[src/rtl/data_memory_load_tracker_if.sv]
//==============================================================================
// Module   : data_memory_load_tracker_if
// Brief    : Execution-side inputs and DM-stage / retire outputs of the load tracker.
// Revision : 1.0
//==============================================================================
`default_nettype none

interface data_memory_load_tracker_if #(
   parameter int REG_ADD_WIDTH     = 5,
   parameter int D_CACHE_LW_WIDTH  = 3,
   parameter int STALL_COUNT_WIDTH = 32
);
   logic [D_CACHE_LW_WIDTH-1:0]  DATA_CACHE_LOAD_EXECUTION;
   logic [REG_ADD_WIDTH-1:0]     RD_ADDRESS_EXECUTION;
   logic                         CLEAR_EXECUTION_STAGE;
   logic                         STALL_DATA_MEMORY_STAGE;
   logic                         DATA_CACHE_READY;
   logic [D_CACHE_LW_WIDTH-1:0]  DATA_CACHE_LOAD_DM1;
   logic [D_CACHE_LW_WIDTH-1:0]  DATA_CACHE_LOAD_DM2;
   logic [D_CACHE_LW_WIDTH-1:0]  DATA_CACHE_LOAD_DM3;
   logic [REG_ADD_WIDTH-1:0]     RD_ADDRESS_DM1;
   logic [REG_ADD_WIDTH-1:0]     RD_ADDRESS_DM2;
   logic [REG_ADD_WIDTH-1:0]     RD_ADDRESS_DM3;
   logic                         LOAD_RETIRE_VALID;
   logic [D_CACHE_LW_WIDTH-1:0]  LOAD_RETIRE_TYPE;
   logic [REG_ADD_WIDTH-1:0]     LOAD_RETIRE_RD;
   logic [1:0]                   PENDING_LOAD_COUNT;
   logic [STALL_COUNT_WIDTH-1:0] STALL_CYCLE_COUNT;

   modport master (
      output DATA_CACHE_LOAD_EXECUTION, RD_ADDRESS_EXECUTION, CLEAR_EXECUTION_STAGE,
             STALL_DATA_MEMORY_STAGE, DATA_CACHE_READY,
      input  DATA_CACHE_LOAD_DM1, DATA_CACHE_LOAD_DM2, DATA_CACHE_LOAD_DM3,
             RD_ADDRESS_DM1, RD_ADDRESS_DM2, RD_ADDRESS_DM3,
             LOAD_RETIRE_VALID, LOAD_RETIRE_TYPE, LOAD_RETIRE_RD,
             PENDING_LOAD_COUNT, STALL_CYCLE_COUNT
   );

   modport slave (
      input  DATA_CACHE_LOAD_EXECUTION, RD_ADDRESS_EXECUTION, CLEAR_EXECUTION_STAGE,
             STALL_DATA_MEMORY_STAGE, DATA_CACHE_READY,
      output DATA_CACHE_LOAD_DM1, DATA_CACHE_LOAD_DM2, DATA_CACHE_LOAD_DM3,
             RD_ADDRESS_DM1, RD_ADDRESS_DM2, RD_ADDRESS_DM3,
             LOAD_RETIRE_VALID, LOAD_RETIRE_TYPE, LOAD_RETIRE_RD,
             PENDING_LOAD_COUNT, STALL_CYCLE_COUNT
   );
endinterface

`default_nettype wire

[src/rtl/data_memory_load_tracker.sv]
//==============================================================================
// Module   : data_memory_load_tracker
// Brief    : Tracks loads through DM1..DM3 for hazard detection, pulses on retire.
// Revision : 1.0
//==============================================================================
`default_nettype none

module data_memory_load_tracker #(
   parameter int                    REG_ADD_WIDTH        = 5,
   parameter int                    D_CACHE_LW_WIDTH     = 3,
   parameter logic [D_CACHE_LW_WIDTH-1:0] DATA_CACHE_LOAD_NONE = 3'b000,
   parameter int                    STALL_COUNT_WIDTH    = 32
) (
   input wire logic                  CLK,
   input wire logic                  RESET,
   data_memory_load_tracker_if.slave bus
);

   logic [D_CACHE_LW_WIDTH-1:0]  r_type_dm1, r_type_dm2, r_type_dm3;
   logic [REG_ADD_WIDTH-1:0]     r_rd_dm1, r_rd_dm2, r_rd_dm3;
   logic                         r_retire_valid;
   logic [D_CACHE_LW_WIDTH-1:0]  r_retire_type;
   logic [REG_ADD_WIDTH-1:0]     r_retire_rd;
   logic [1:0]                   r_pending;
   logic [STALL_COUNT_WIDTH-1:0] r_stall_count;

   logic                         w_advance;
   logic                         w_cand_valid;
   logic [D_CACHE_LW_WIDTH-1:0]  w_cand_type;
   logic [REG_ADD_WIDTH-1:0]     w_cand_rd;
   logic [1:0]                   w_next_pending;

   assign w_advance = bus.DATA_CACHE_READY & ~bus.STALL_DATA_MEMORY_STAGE;

   // Loads to x0 are dropped so that rs=x0 can never match a tracked destination.
   assign w_cand_valid = ~bus.CLEAR_EXECUTION_STAGE
                       & (bus.RD_ADDRESS_EXECUTION != '0)
                       & (bus.DATA_CACHE_LOAD_EXECUTION != DATA_CACHE_LOAD_NONE);
   assign w_cand_type  = w_cand_valid ? bus.DATA_CACHE_LOAD_EXECUTION : DATA_CACHE_LOAD_NONE;
   assign w_cand_rd    = w_cand_valid ? bus.RD_ADDRESS_EXECUTION : '0;

   // Occupancy after a shift: new DM1 plus the old DM1/DM2 moving down.
   assign w_next_pending = {1'b0, w_cand_valid}
                         + {1'b0, (r_type_dm1 != DATA_CACHE_LOAD_NONE)}
                         + {1'b0, (r_type_dm2 != DATA_CACHE_LOAD_NONE)};

   always_ff @(posedge CLK) begin
      if (RESET) begin
         r_type_dm1     <= DATA_CACHE_LOAD_NONE;
         r_type_dm2     <= DATA_CACHE_LOAD_NONE;
         r_type_dm3     <= DATA_CACHE_LOAD_NONE;
         r_rd_dm1       <= '0;
         r_rd_dm2       <= '0;
         r_rd_dm3       <= '0;
         r_retire_valid <= 1'b0;
         r_retire_type  <= DATA_CACHE_LOAD_NONE;
         r_retire_rd    <= '0;
         r_pending      <= 2'd0;
         r_stall_count  <= '0;
      end else if (w_advance) begin
         r_type_dm1     <= w_cand_type;
         r_rd_dm1       <= w_cand_rd;
         r_type_dm2     <= r_type_dm1;
         r_rd_dm2       <= r_rd_dm1;
         r_type_dm3     <= r_type_dm2;
         r_rd_dm3       <= r_rd_dm2;
         r_retire_valid <= (r_type_dm3 != DATA_CACHE_LOAD_NONE);
         r_retire_type  <= r_type_dm3;
         r_retire_rd    <= r_rd_dm3;
         r_pending      <= w_next_pending;
      end else begin
         r_retire_valid <= 1'b0;
         r_stall_count  <= r_stall_count + STALL_COUNT_WIDTH'(1);
      end
   end

   assign bus.DATA_CACHE_LOAD_DM1 = r_type_dm1;
   assign bus.DATA_CACHE_LOAD_DM2 = r_type_dm2;
   assign bus.DATA_CACHE_LOAD_DM3 = r_type_dm3;
   assign bus.RD_ADDRESS_DM1      = r_rd_dm1;
   assign bus.RD_ADDRESS_DM2      = r_rd_dm2;
   assign bus.RD_ADDRESS_DM3      = r_rd_dm3;
   assign bus.LOAD_RETIRE_VALID   = r_retire_valid;
   assign bus.LOAD_RETIRE_TYPE    = r_retire_type;
   assign bus.LOAD_RETIRE_RD      = r_retire_rd;
   assign bus.PENDING_LOAD_COUNT  = r_pending;
   assign bus.STALL_CYCLE_COUNT   = r_stall_count;

endmodule

`default_nettype wire
[src/flat_wrapper.sv]
// flat-port wrapper written by rule: the top's interface ports become plain ports
module data_memory_load_tracker_flat 
#(
   parameter int                    REG_ADD_WIDTH        = 5,
   parameter int                    D_CACHE_LW_WIDTH     = 3,
   parameter logic [D_CACHE_LW_WIDTH-1:0] DATA_CACHE_LOAD_NONE = 3'b000,
   parameter int                    STALL_COUNT_WIDTH    = 32
)
  (CLK, RESET, bus_DATA_CACHE_LOAD_EXECUTION, bus_RD_ADDRESS_EXECUTION, bus_CLEAR_EXECUTION_STAGE, bus_STALL_DATA_MEMORY_STAGE, bus_DATA_CACHE_READY, bus_DATA_CACHE_LOAD_DM1, bus_DATA_CACHE_LOAD_DM2, bus_DATA_CACHE_LOAD_DM3, bus_RD_ADDRESS_DM1, bus_RD_ADDRESS_DM2, bus_RD_ADDRESS_DM3, bus_LOAD_RETIRE_VALID, bus_LOAD_RETIRE_TYPE, bus_LOAD_RETIRE_RD, bus_PENDING_LOAD_COUNT, bus_STALL_CYCLE_COUNT);
  data_memory_load_tracker_if #(.REG_ADD_WIDTH(REG_ADD_WIDTH), .D_CACHE_LW_WIDTH(D_CACHE_LW_WIDTH), .STALL_COUNT_WIDTH(STALL_COUNT_WIDTH)) bus_i ();
  input wire logic CLK;
  input wire logic RESET;
  input wire logic [$bits(bus_i.DATA_CACHE_LOAD_EXECUTION)-1:0] bus_DATA_CACHE_LOAD_EXECUTION;
  input wire logic [$bits(bus_i.RD_ADDRESS_EXECUTION)-1:0] bus_RD_ADDRESS_EXECUTION;
  input wire logic [$bits(bus_i.CLEAR_EXECUTION_STAGE)-1:0] bus_CLEAR_EXECUTION_STAGE;
  input wire logic [$bits(bus_i.STALL_DATA_MEMORY_STAGE)-1:0] bus_STALL_DATA_MEMORY_STAGE;
  input wire logic [$bits(bus_i.DATA_CACHE_READY)-1:0] bus_DATA_CACHE_READY;
  output wire logic [$bits(bus_i.DATA_CACHE_LOAD_DM1)-1:0] bus_DATA_CACHE_LOAD_DM1;
  output wire logic [$bits(bus_i.DATA_CACHE_LOAD_DM2)-1:0] bus_DATA_CACHE_LOAD_DM2;
  output wire logic [$bits(bus_i.DATA_CACHE_LOAD_DM3)-1:0] bus_DATA_CACHE_LOAD_DM3;
  output wire logic [$bits(bus_i.RD_ADDRESS_DM1)-1:0] bus_RD_ADDRESS_DM1;
  output wire logic [$bits(bus_i.RD_ADDRESS_DM2)-1:0] bus_RD_ADDRESS_DM2;
  output wire logic [$bits(bus_i.RD_ADDRESS_DM3)-1:0] bus_RD_ADDRESS_DM3;
  output wire logic [$bits(bus_i.LOAD_RETIRE_VALID)-1:0] bus_LOAD_RETIRE_VALID;
  output wire logic [$bits(bus_i.LOAD_RETIRE_TYPE)-1:0] bus_LOAD_RETIRE_TYPE;
  output wire logic [$bits(bus_i.LOAD_RETIRE_RD)-1:0] bus_LOAD_RETIRE_RD;
  output wire logic [$bits(bus_i.PENDING_LOAD_COUNT)-1:0] bus_PENDING_LOAD_COUNT;
  output wire logic [$bits(bus_i.STALL_CYCLE_COUNT)-1:0] bus_STALL_CYCLE_COUNT;
  assign bus_i.DATA_CACHE_LOAD_EXECUTION = bus_DATA_CACHE_LOAD_EXECUTION;
  assign bus_i.RD_ADDRESS_EXECUTION = bus_RD_ADDRESS_EXECUTION;
  assign bus_i.CLEAR_EXECUTION_STAGE = bus_CLEAR_EXECUTION_STAGE;
  assign bus_i.STALL_DATA_MEMORY_STAGE = bus_STALL_DATA_MEMORY_STAGE;
  assign bus_i.DATA_CACHE_READY = bus_DATA_CACHE_READY;
  assign bus_DATA_CACHE_LOAD_DM1 = bus_i.DATA_CACHE_LOAD_DM1;
  assign bus_DATA_CACHE_LOAD_DM2 = bus_i.DATA_CACHE_LOAD_DM2;
  assign bus_DATA_CACHE_LOAD_DM3 = bus_i.DATA_CACHE_LOAD_DM3;
  assign bus_RD_ADDRESS_DM1 = bus_i.RD_ADDRESS_DM1;
  assign bus_RD_ADDRESS_DM2 = bus_i.RD_ADDRESS_DM2;
  assign bus_RD_ADDRESS_DM3 = bus_i.RD_ADDRESS_DM3;
  assign bus_LOAD_RETIRE_VALID = bus_i.LOAD_RETIRE_VALID;
  assign bus_LOAD_RETIRE_TYPE = bus_i.LOAD_RETIRE_TYPE;
  assign bus_LOAD_RETIRE_RD = bus_i.LOAD_RETIRE_RD;
  assign bus_PENDING_LOAD_COUNT = bus_i.PENDING_LOAD_COUNT;
  assign bus_STALL_CYCLE_COUNT = bus_i.STALL_CYCLE_COUNT;
  data_memory_load_tracker #(.REG_ADD_WIDTH(REG_ADD_WIDTH), .D_CACHE_LW_WIDTH(D_CACHE_LW_WIDTH), .DATA_CACHE_LOAD_NONE(DATA_CACHE_LOAD_NONE), .STALL_COUNT_WIDTH(STALL_COUNT_WIDTH)) u_core (.CLK(CLK), .RESET(RESET), .bus(bus_i));
endmodule
[config.mk]
export PLATFORM = sky130hd
export DESIGN_NAME = data_memory_load_tracker_flat
export DESIGN_NICKNAME = d
export VERILOG_FILES = /design/src/rtl/data_memory_load_tracker_if.sv /design/src/rtl/data_memory_load_tracker.sv /design/src/flat_wrapper.sv
export SDC_FILE = /design/constraint.sdc
export NUM_CORES = 1
export LEC_CHECK = 0
export ABC_AREA = 1
export BUFFER_PORTS_ARGS = -buffer_cell sky130_fd_sc_hd__buf_4
export CELL_PAD_IN_SITES_DETAIL_PLACEMENT = 1
export CELL_PAD_IN_SITES_GLOBAL_PLACEMENT = 1
export CORE_MARGIN = 10
export CORE_UTILIZATION = 37
export DETAILED_ROUTE_END_ITERATION = 16
export PLACE_DENSITY_LB_ADDON = 0.1
export SLEW_MARGIN = 20
export SYNTH_ARGS = -nofsm -noshare
export SYNTH_HDL_FRONTEND = slang
export SYNTH_SLANG_ARGS = --single-unit
[constraint.sdc]
create_clock -name CLK -period 1.8 [get_ports CLK]
set_clock_uncertainty 0.05 [all_clocks]
set_input_delay 0.18 -clock CLK [delete_from_list [all_inputs] [get_ports CLK]]
set_output_delay 0.18 -clock CLK [all_outputs]
set_load 0.05 [all_outputs]
==> metrics.cfg, run 1 <==
[outcome]
status = finished clean

[grt]
grt_pass1_vias = 3158
grt_pass1_wl_microns = 16000
grtUsageTotal_pct = 15.4
grt_max_degree = 36
overflow = 0
grt_antenna_before_repair = 0

[power_and_ir_drop]
p_sw_w = 0.000910
pwr-share-clk_pct = 38.8
irDropWorstVdd_uv = 426
power_frac_comb_pct = 13.5
p_sw_share_pct = 27.7
intPower_w = 0.00237
pwr-share-seq_pct = 47.7
power.density_nw_per_um2 = 821
leakagePower_nw = 1.75

[worst_hold_path]
min_to = u_core.bus.DATA_CACHE_LOAD_DM1[1]
hold_depth = 3
hp-start = bus_DATA_CACHE_LOAD_EXECUTION[1]
hp-class = in2reg

[yosys]
synth_most_common_cell = nor2_1
syn-num-nets = 451
synth_commonest_cells = nor2_1, nand2_1, dfxtp_1
synth_area_leader_cell = dfxtp_1
synth_ff_type = dfxtp_1
synth.area.mux_share_pct = 0
ys_seq_area_share_pct = 44.1
synthTopCellsByArea = dfxtp_1, nor2_1, nand2_1
netlist.area_leader.share_pct = 44.1
synth-edff-count = 0
synth-adder-area-share_pct = 1.07
yosys.area_share.simple_pct = 34.6
synth_cells = 436
synth_compound_area_share_pct = 11.5
syn_avg_cell_area_sq_um = 6.97
ys_seq_elements = 67
ys_warn_count = 0
synth_top_family_by_area = simple AND/OR/NAND/NOR gates
synth-async-reset-ratio_pct = 0
synthXorXnorAreaFrac_pct = 1.15
synth_cell_types = 31
netlist_area_sq_um = 3040

[layout]
drive_gt1_share_pct = 23.3
nets = 539
num_antenna_cells = 0
fin_util_pct = 51.0
layout.cells.non_filler = 630
syn_to_final_growth_pct = 31.6

[clocking]
root_buffer = clkbuf_8
clkTransAtPathRegs_ns = 0.08
clock_path_buffers = 2
clkLatencyLatePin_ns = 0.34
cts_tree = yes
cts_made_buffers = 9
post_cts_resize_count = 0
cts_max_level = 3
cts.sinks = 67
hold_buffers = 0
post-cts-setup-buffer-count = 0

[setup_path]
cp_common_cell = nor2_1
timing.rr.end = u_core.bus.STALL_CYCLE_COUNT[22]
slowest_stage = dfxtp_1
r2r_slack_ns = 0.18
cp_max_fo = 6
worstReg2RegStart = u_core.bus.STALL_CYCLE_COUNT[1]
crit_type = reg2reg
worstSetupStartpointType = register
crit_path_end_kind = register
cp_slowest_stage_delay_ns = 0.42
worstPathArrival_ns = 1.80
crit_required_ns = 1.98
reg2reg_depth = 8
path_cells = ha_1, nand2_2, nor2_4, nand3_2, nor2_1, nand3_1, nand2_1, nor2_1

[routing]
drtIter0Drc = 84
dr.pass1.iters = 4
final_antenna_net_count = 0
vias = 3081
vias_per_cell = 4.89
remaining_drc_errors = 0
wire_per_inst_microns = 15.2
finalWirelength_microns = 9560

[flow_run]
max_cap_violations = 0

[timing]
finalSetupViolations = 0
rsz0062_at_grt = false
min_period_ns = 1.62
maxSlewViolCount = 0
finalCritPeriodShare_pct = 89.9
hold_violations = 0
setup_tns_ns = 0
clock.fmax_ghz = 0.618
worst_pin_slew_ns = 0.395
slew-limit-headroom_pct = 73.6

[die]
ios = 80
die_h_microns = 111
die_w_microns = 111
core_sq_um = 7850
start_util_pct = 38.7
rows = 32
die_area_sq_um = 12200

[placed_design]
port_buffers = 79
dp_hpwl_microns = 7310
dp_cells = 615
gp_congestion = 0.803

-- area by class of cell --
class | count | area (sq um)
tap | 102 | 128
multi-input combinational | 311 | 1480
timing repair buffer | 91 | 696
clock inverter | 2 | 35.0
sequential | 67 | 1340
clock buffer | 13 | 159
fill | 1051 | 3850
inverter | 44 | 165
-- layer usage --
metal	share of wire [%]	global-route usage (%)	up-vias
met5	0	0	-
met1	48	19.3	1465
met3	4.3	4.81	6
met2	47	25.2	52
li1	-	-	1558
met4	0.66	3.11	0
-- critical path: cells and delay by family, from the launching register on --
kind,cells,cell delay (ns)
and+or+nand+nor,7,0.79
adders and majority gates,1,0.26
DFF,1,0.42
-- stage by stage --
stage / worst slack [ns] / total power (W) / hold slack [ns] / instance area [sq um]
global placement: 0.172 / 0.00204 / 0.404 / 3800
global route: 0.0290 / 0.00342 / 0.0585 / 4000
detailed placement: 0.155 / 0.00205 / 0.411 / 3800
CTS: 0.158 / 0.00333 / 0.0402 / 3990
finish: 0.182 / 0.00328 / 0.0542 / 4000
floorplan: 0.0106 / 0.00189 / 0.273 / 3040
-- cell families after synthesis --
logic type               after synthesis
AO/OA/AOI/OAI                         68
XOR/XNOR                               4
adder cells (fa/ha/maj)                2
buffers and inverters                 58
flip-flops                            67
AND/OR/NAND/NOR                      237
-- cells in the final DEF (no fill, tap or decap), types with 3 or more instances in the layout --
master	n
clkbuf_8	11
nand2_2	4
nand2_1	83
nand3_1	24
nor3_1	8
inv_1	42
a21oi_1	27
nand4_1	7
o21ai_0	36
xor2_1	3
buf_4	90
nor2_4	6
dfxtp_1	67
nor2_1	95
nor2_2	3
-- worst max-delay path by stage --
stage                                    start                                to  slack (ns)  cells after the start
2_1_floorplan  u_core.bus.STALL_CYCLE_COUNT[1]  u_core.bus.STALL_CYCLE_COUNT[22]        0.01                      8
3_3_place_gp         bus_CLEAR_EXECUTION_STAGE  u_core.bus.PENDING_LOAD_COUNT[0]        0.17                      6
3_5_place_dp         bus_CLEAR_EXECUTION_STAGE  u_core.bus.PENDING_LOAD_COUNT[0]        0.16                      6
4_1_cts        u_core.bus.STALL_CYCLE_COUNT[1]  u_core.bus.STALL_CYCLE_COUNT[22]        0.16                      8
5_1_grt        u_core.bus.STALL_CYCLE_COUNT[1]  u_core.bus.STALL_CYCLE_COUNT[22]        0.03                      8
6_report       u_core.bus.STALL_CYCLE_COUNT[1]  u_core.bus.STALL_CYCLE_COUNT[22]        0.18                      8
-- power by group through the flow --
stage / Combinational, W / Clock, W / Sequential (W)
final: 0.000443 / 0.00128 / 0.00156
after global routing: 0.000480 / 0.00137 / 0.00157
after CTS: 0.000451 / 0.00131 / 0.00157
after detailed placement: 0.000450 / 0 / 0.00160
after global placement: 0.000442 / 0 / 0.00160
after floorplan: 0.000131 / 0 / 0.00176
-- sequential cells by signal, summed over array words and instances, names as in the netlist --
name and count:
u_core.bus.DATA_CACHE_LOAD_DM3 3, u_core.bus.STALL_CYCLE_COUNT 32, u_core.bus.RD_ADDRESS_DM2 5, u_core.bus.LOAD_RETIRE_TYPE 3, u_core.bus.RD_ADDRESS_DM3 5, u_core.bus.DATA_CACHE_LOAD_DM1 3, u_core.bus.DATA_CACHE_LOAD_DM2 3, u_core.bus.PENDING_LOAD_COUNT 2
u_core.bus.RD_ADDRESS_DM1 5, u_core.bus.LOAD_RETIRE_RD 5, u_core.bus.LOAD_RETIRE_VALID 1
No activity file was read; power rests on OpenSTA's default activity.
==> run 2: changes to the inputs <==
--- a/config.mk
+++ b/config.mk
@@ -12,6 +12,7 @@
 export CORE_MARGIN = 10
 export CORE_UTILIZATION = 37
 export DETAILED_ROUTE_END_ITERATION = 16
+export GPL_TIMING_DRIVEN = 0
 export PLACE_DENSITY_LB_ADDON = 0.1
 export SLEW_MARGIN = 20
 export SYNTH_ARGS = -nofsm -noshare
==> metrics.cfg, run 2 (synthesized netlist as in run 1, its figures left out) <==
[layout]
fill_cells = 1040
mostFrequentLayoutCells = nor2_1, nand2_1, buf_4, dfxtp_1, inv_1
drive_gt1_share_pct = 22.7
num_antenna_cells = 0
syn_to_final_growth_pct = 31.9
nets = 543
largest_register_ffs = 32
fin_util_pct = 51.1
mostFrequentLayoutCell = nor2_1

[timing]
slew-limit-headroom_pct = 63.1
maxSlewViolCount = 0
setup_ws_ns = 0.171
setup_tns_ns = 0
finalCritPeriodShare_pct = 90.5
hold_violations = 0
rsz0062_at_grt = false
min_period_ns = 1.63
worst_pin_slew_ns = 0.554
finalSetupViolations = 0
clock.fmax_ghz = 0.614

[flow_run]
max_cap_violations = 0

[routing]
vias_per_cell = 5.01
finalWirelength_microns = 10300
dr.pass1.iters = 4
remaining_drc_errors = 0
drtIter0Drc = 151
final_antenna_net_count = 0
wire_per_inst_microns = 16.2
vias = 3182

[grt]
grt_pass1_wl_microns = 16900
grt_pass1_vias = 3215
grt_max_degree = 14
grt_antenna_before_repair = 0
grtUsageTotal_pct = 16.4
overflow = 0

[power_and_ir_drop]
power.density_nw_per_um2 = 862
p_sw_share_pct = 29.0
irDropWorstVdd_uv = 393
pwr-share-clk_pct = 41.6
intPower_w = 0.00245
leakagePower_nw = 1.73
p_sw_w = 0.00100
power_w = 0.00346
power_frac_comb_pct = 13.1
pwr-share-seq_pct = 45.3

[clocking]
clkLatencyLatePin_ns = 0.35
cts_made_buffers = 9
root_buffer = clkbuf_8
clock_path_buffers = 2
hold_buffers = 0
cts.sinks = 67
clkTransAtPathRegs_ns = 0.08
cts_max_level = 3
cts_tree = yes

[die]
die_h_microns = 111
die_w_microns = 111
start_util_pct = 38.7
ios = 80
die_area_sq_um = 12200
rows = 32
core_sq_um = 7850

[placed_design]
pre_cts_ws_ns = 0.0559
gp_congestion = 0.839
dp_hpwl_microns = 7870
port_buffers = 79

[setup_path]
crit_required_ns = 1.99
cp_top_family = simple AND/OR/NAND/NOR gates
reg2reg_depth = 4
crit_type = reg2reg
cp_max_fo = 4
crit_path_end_kind = register
worstSetupStartpointType = register
path_cells = or3_1, fa_1, o21ai_0, nor2_1
r2r_slack_ns = 0.17
timing.rr.end = u_core.bus.PENDING_LOAD_COUNT[1]
worst-path-buf-inv = 0
cp_slowest_stage_delay_ns = 0.42
worstReg2RegStart = u_core.bus.DATA_CACHE_LOAD_DM2[2]
slowest_stage = fa_1
worstPathArrival_ns = 1.82

[worst_hold_path]
hp-class = in2reg
hold_depth = 3
hp-start = bus_DATA_CACHE_LOAD_EXECUTION[1]
min_to = u_core.bus.DATA_CACHE_LOAD_DM1[1]

[outcome]
status = finished clean

## run 2: changes by cell type in the layout (fill, tap and decap cells not counted), moves of 2 or more
cell	before	now
buf_4	90	81
clkbuf_1	2	9
buf_1	0	2
buf_2	0	2
clkbuf_8	11	9
inv_6	0	2
nor2_2	3	5
## run 2: tightest hold or removal path, cell delays in order
cell and delay, ns:
buf_4 0.11, nand2_1 0.05, a21oi_1 0.05
## run 2: worst max path at each step
stage	start	endpoint	cells past startpoint
2_1_floorplan	u_core.bus.STALL_CYCLE_COUNT[1]	u_core.bus.STALL_CYCLE_COUNT[22]	8
3_5_place_dp	bus_CLEAR_EXECUTION_STAGE	u_core.bus.PENDING_LOAD_COUNT[0]	6
5_1_grt	u_core.bus.STALL_CYCLE_COUNT[10]	u_core.bus.STALL_CYCLE_COUNT[28]	8
6_report	u_core.bus.DATA_CACHE_LOAD_DM2[2]	u_core.bus.PENDING_LOAD_COUNT[1]	4
3_3_place_gp	bus_CLEAR_EXECUTION_STAGE	u_core.bus.PENDING_LOAD_COUNT[0]	6
4_1_cts	u_core.bus.STALL_CYCLE_COUNT[10]	u_core.bus.STALL_CYCLE_COUNT[22]	7
## run 2: final cells by class
cell class | instances | area, sq um | share of cell area (%)
clock buffers | 9 | 124 | 3.09
flip-flops and latches | 67 | 1340 | 33.4
repair buffers | 81 | 608 | 15.2
clock inverters | 7 | 98.8 | 2.46
multi-input cells | 311 | 1480 | 37.0
inverters | 44 | 165 | 4.12
plain buffers | 14 | 62.6 | 1.56
well taps | 102 | 128 | 3.18
## run 2: per-layer routing
metal	vias up	wire length, microns	share of wire (%)	track usage (%)
li1	1580	-	-	-
met1	1523	4890	48	21.5
met2	69	4810	47	25.7
met3	10	489	4.8	4.00
met4	0	96	0.93	5.18
met5	-	0	0	0
## run 2: stage by stage
| stage | hold WS (ns) | cells | cell area (sq um) |
|---|---|---|---|
| finish | 0.0409 | 635 | 4010 |
| global route | 0.0534 | 635 | 4010 |
| CTS | 0.0257 | 633 | 3980 |
| detailed placement | 0.403 | 617 | 3760 |
| global placement | 0.398 | 617 | 3760 |
| floorplan | 0.273 | 436 | 3040 |
## run 2: power by group through the flow
stage / Combinational [W] / Clock, W / Sequential, W
global placement: 0.000445 / 0 / 0.00160
detailed placement: 0.000454 / 0 / 0.00160
floorplan: 0.000131 / 0 / 0.00176
CTS: 0.000456 / 0.00146 / 0.00157
global route: 0.000486 / 0.00154 / 0.00157
finish: 0.000451 / 0.00144 / 0.00157
## run 2: what timing repair did
item | CTS | global route
buffers inserted | 0 | 2
setup endpoints to repair | 0 | 8
gates resized for setup | 0 | 3
endpoints found under the hold margin | 0 | 0
==> run 3: changes to the inputs <==
--- a/config.mk
+++ b/config.mk
@@ -10,7 +10,7 @@
 export CELL_PAD_IN_SITES_DETAIL_PLACEMENT = 1
 export CELL_PAD_IN_SITES_GLOBAL_PLACEMENT = 1
 export CORE_MARGIN = 10
-export CORE_UTILIZATION = 37
+export CORE_UTILIZATION = 39
 export DETAILED_ROUTE_END_ITERATION = 16
 export GPL_TIMING_DRIVEN = 0
 export PLACE_DENSITY_LB_ADDON = 0.1
==> constraint.sdc (replaced) <==
create_clock -name CLK -period 1.9 [get_ports CLK]
set_clock_uncertainty 0.05 [all_clocks]
set_input_delay 0.19 -clock CLK [delete_from_list [all_inputs] [get_ports CLK]]
set_output_delay 0.19 -clock CLK [all_outputs]
set_load 0.05 [all_outputs]
==> metrics.cfg, run 3 (synthesized netlist as in run 1, its figures left out) <==
[outcome]
status = finished clean

[placed_design]
gp_congestion = 0.835
dp_hpwl_microns = 7560
port_buffers = 79

[power_and_ir_drop]
irDropWorstVdd_uv = 321
power.density_nw_per_um2 = 781
leakagePower_nw = 1.71

[setup_path]
slowest_stage = dfxtp_1
cp_max_fo = 6
critical_path_depth = 8
reg2reg_depth = 8
cp_top_family = simple AND/OR/NAND/NOR gates
crit_path_end_kind = register
worstPathArrival_ns = 1.86
worst-path-buf-inv = 0
crit_type = reg2reg
cp_slowest_stage_delay_ns = 0.41
worstSetupStartpointType = register
cp_common_cell = nor2_1
path_cells = ha_1, nand2_2, nor2_4, nand3_2, nor2_1, nand3_1, nand2_1, nor2_1
crit_required_ns = 2.06
r2r_slack_ns = 0.20

[clocking]
clkTransAtPathRegs_ns = 0.08
clkLatencyLatePin_ns = 0.34
cts_max_level = 3
hold_buffers = 0
cts_tree = yes
cts_made_buffers = 9
clock_path_buffers = 2
root_buffer = clkbuf_8
cts.sinks = 67
post-cts-setup-buffer-count = 0
post_cts_resize_count = 0

[routing]
remaining_drc_errors = 0
drtIter0Drc = 94
wl_met2_microns = 4460
dr.pass1.iters = 4
dr_wl_met3_microns = 516
vias = 3107
wire_per_inst_microns = 15.2
wl_met1_microns = 4540
highest_layer = met4
final_antenna_net_count = 0
vias_per_cell = 4.92
finalWirelength_microns = 9640

[flow_run]
max_cap_violations = 0

[grt]
overflow = 0
grt_pass1_vias = 3158
grt_max_degree = 13
grt_antenna_before_repair = 0
grt_pass1_wl_microns = 15800
grtUsageTotal_pct = 16.8

[timing]
finalCritPeriodShare_pct = 89.5
maxSlewViolCount = 0
finalSetupViolations = 0
rsz0062_at_grt = false
hold_violations = 0
clock.fmax_ghz = 0.588
worst_pin_slew_ns = 0.584
min_period_ns = 1.70
setup_tns_ns = 0
slew-limit-headroom_pct = 61.1

[layout]
num_antenna_cells = 0
mostFrequentLayoutCell = nor2_1
syn_to_final_growth_pct = 30.0
drive_gt1_share_pct = 21.9
nets = 541
largest_register_ffs = 32
fin_util_pct = 51.7
mostFrequentLayoutCells = nor2_1, nand2_1, buf_4, dfxtp_1, inv_1

[die]
rows = 32
start_util_pct = 39.7
die_w_microns = 108
die_h_microns = 108
core_sq_um = 7650
ios = 80
die_area_sq_um = 11700

[worst_hold_path]
hold_depth = 3
hp-class = in2reg

-- run 3: tightest hold or removal path, stage by stage --
cell and delay (ns):
buf_4 0.11, nand2_1 0.06, a21oi_1 0.05
-- run 3: routing by layer --
metal  global-route usage, %  vias up
li1                        -     1570
met1                    22.0     1463
met2                    26.2       63
met3                    4.70       11
met4                    5.37        0
met5                       0        -
-- run 3: final cells by class --
cell class | instances | area (sq um)
Fill cell | 1007 | 3700
Multi-Input combinational cell | 311 | 1470
Sequential cell | 67 | 1340
Timing Repair Buffer | 79 | 593
Inverter | 44 | 165
Tap cell | 102 | 128
Clock buffer | 9 | 124
Clock inverter | 6 | 66.3
Buffer | 14 | 62.6
-- run 3: final timing paths --
check	startpoint	to
setup / recovery	u_core.bus.STALL_CYCLE_COUNT[0]	u_core.bus.STALL_CYCLE_COUNT[22]
hold / removal	bus_DATA_CACHE_LOAD_EXECUTION[1]	u_core.bus.DATA_CACHE_LOAD_DM1[1]
hold reg to reg	u_core.bus.LOAD_RETIRE_RD[2]	u_core.bus.LOAD_RETIRE_RD[2]
setup reg to reg	u_core.bus.STALL_CYCLE_COUNT[0]	u_core.bus.STALL_CYCLE_COUNT[22]
-- run 3: where the power goes --
part,internal [W],switching (W),total (W)
clock,0.000603,0.000574,0.00118
sequential,0.00145,0.0000344,0.00148
combinational,0.000126,0.000299,0.000425
-- run 3: through the flow --
stage          std cells  setup slack (ns)  power [W]  hold WS, ns  instance area (sq um)
2_1_floorplan        436             0.111    0.00179        0.283                   3040
3_3_place_gp         617             0.152    0.00194        0.411                   3760
3_5_place_dp         617             0.131    0.00195        0.422                   3760
4_1_cts              632             0.208    0.00313       0.0463                   3950
5_1_grt              632            0.0730    0.00323       0.0642                   3950
6_report             632             0.199    0.00309       0.0591                   3950
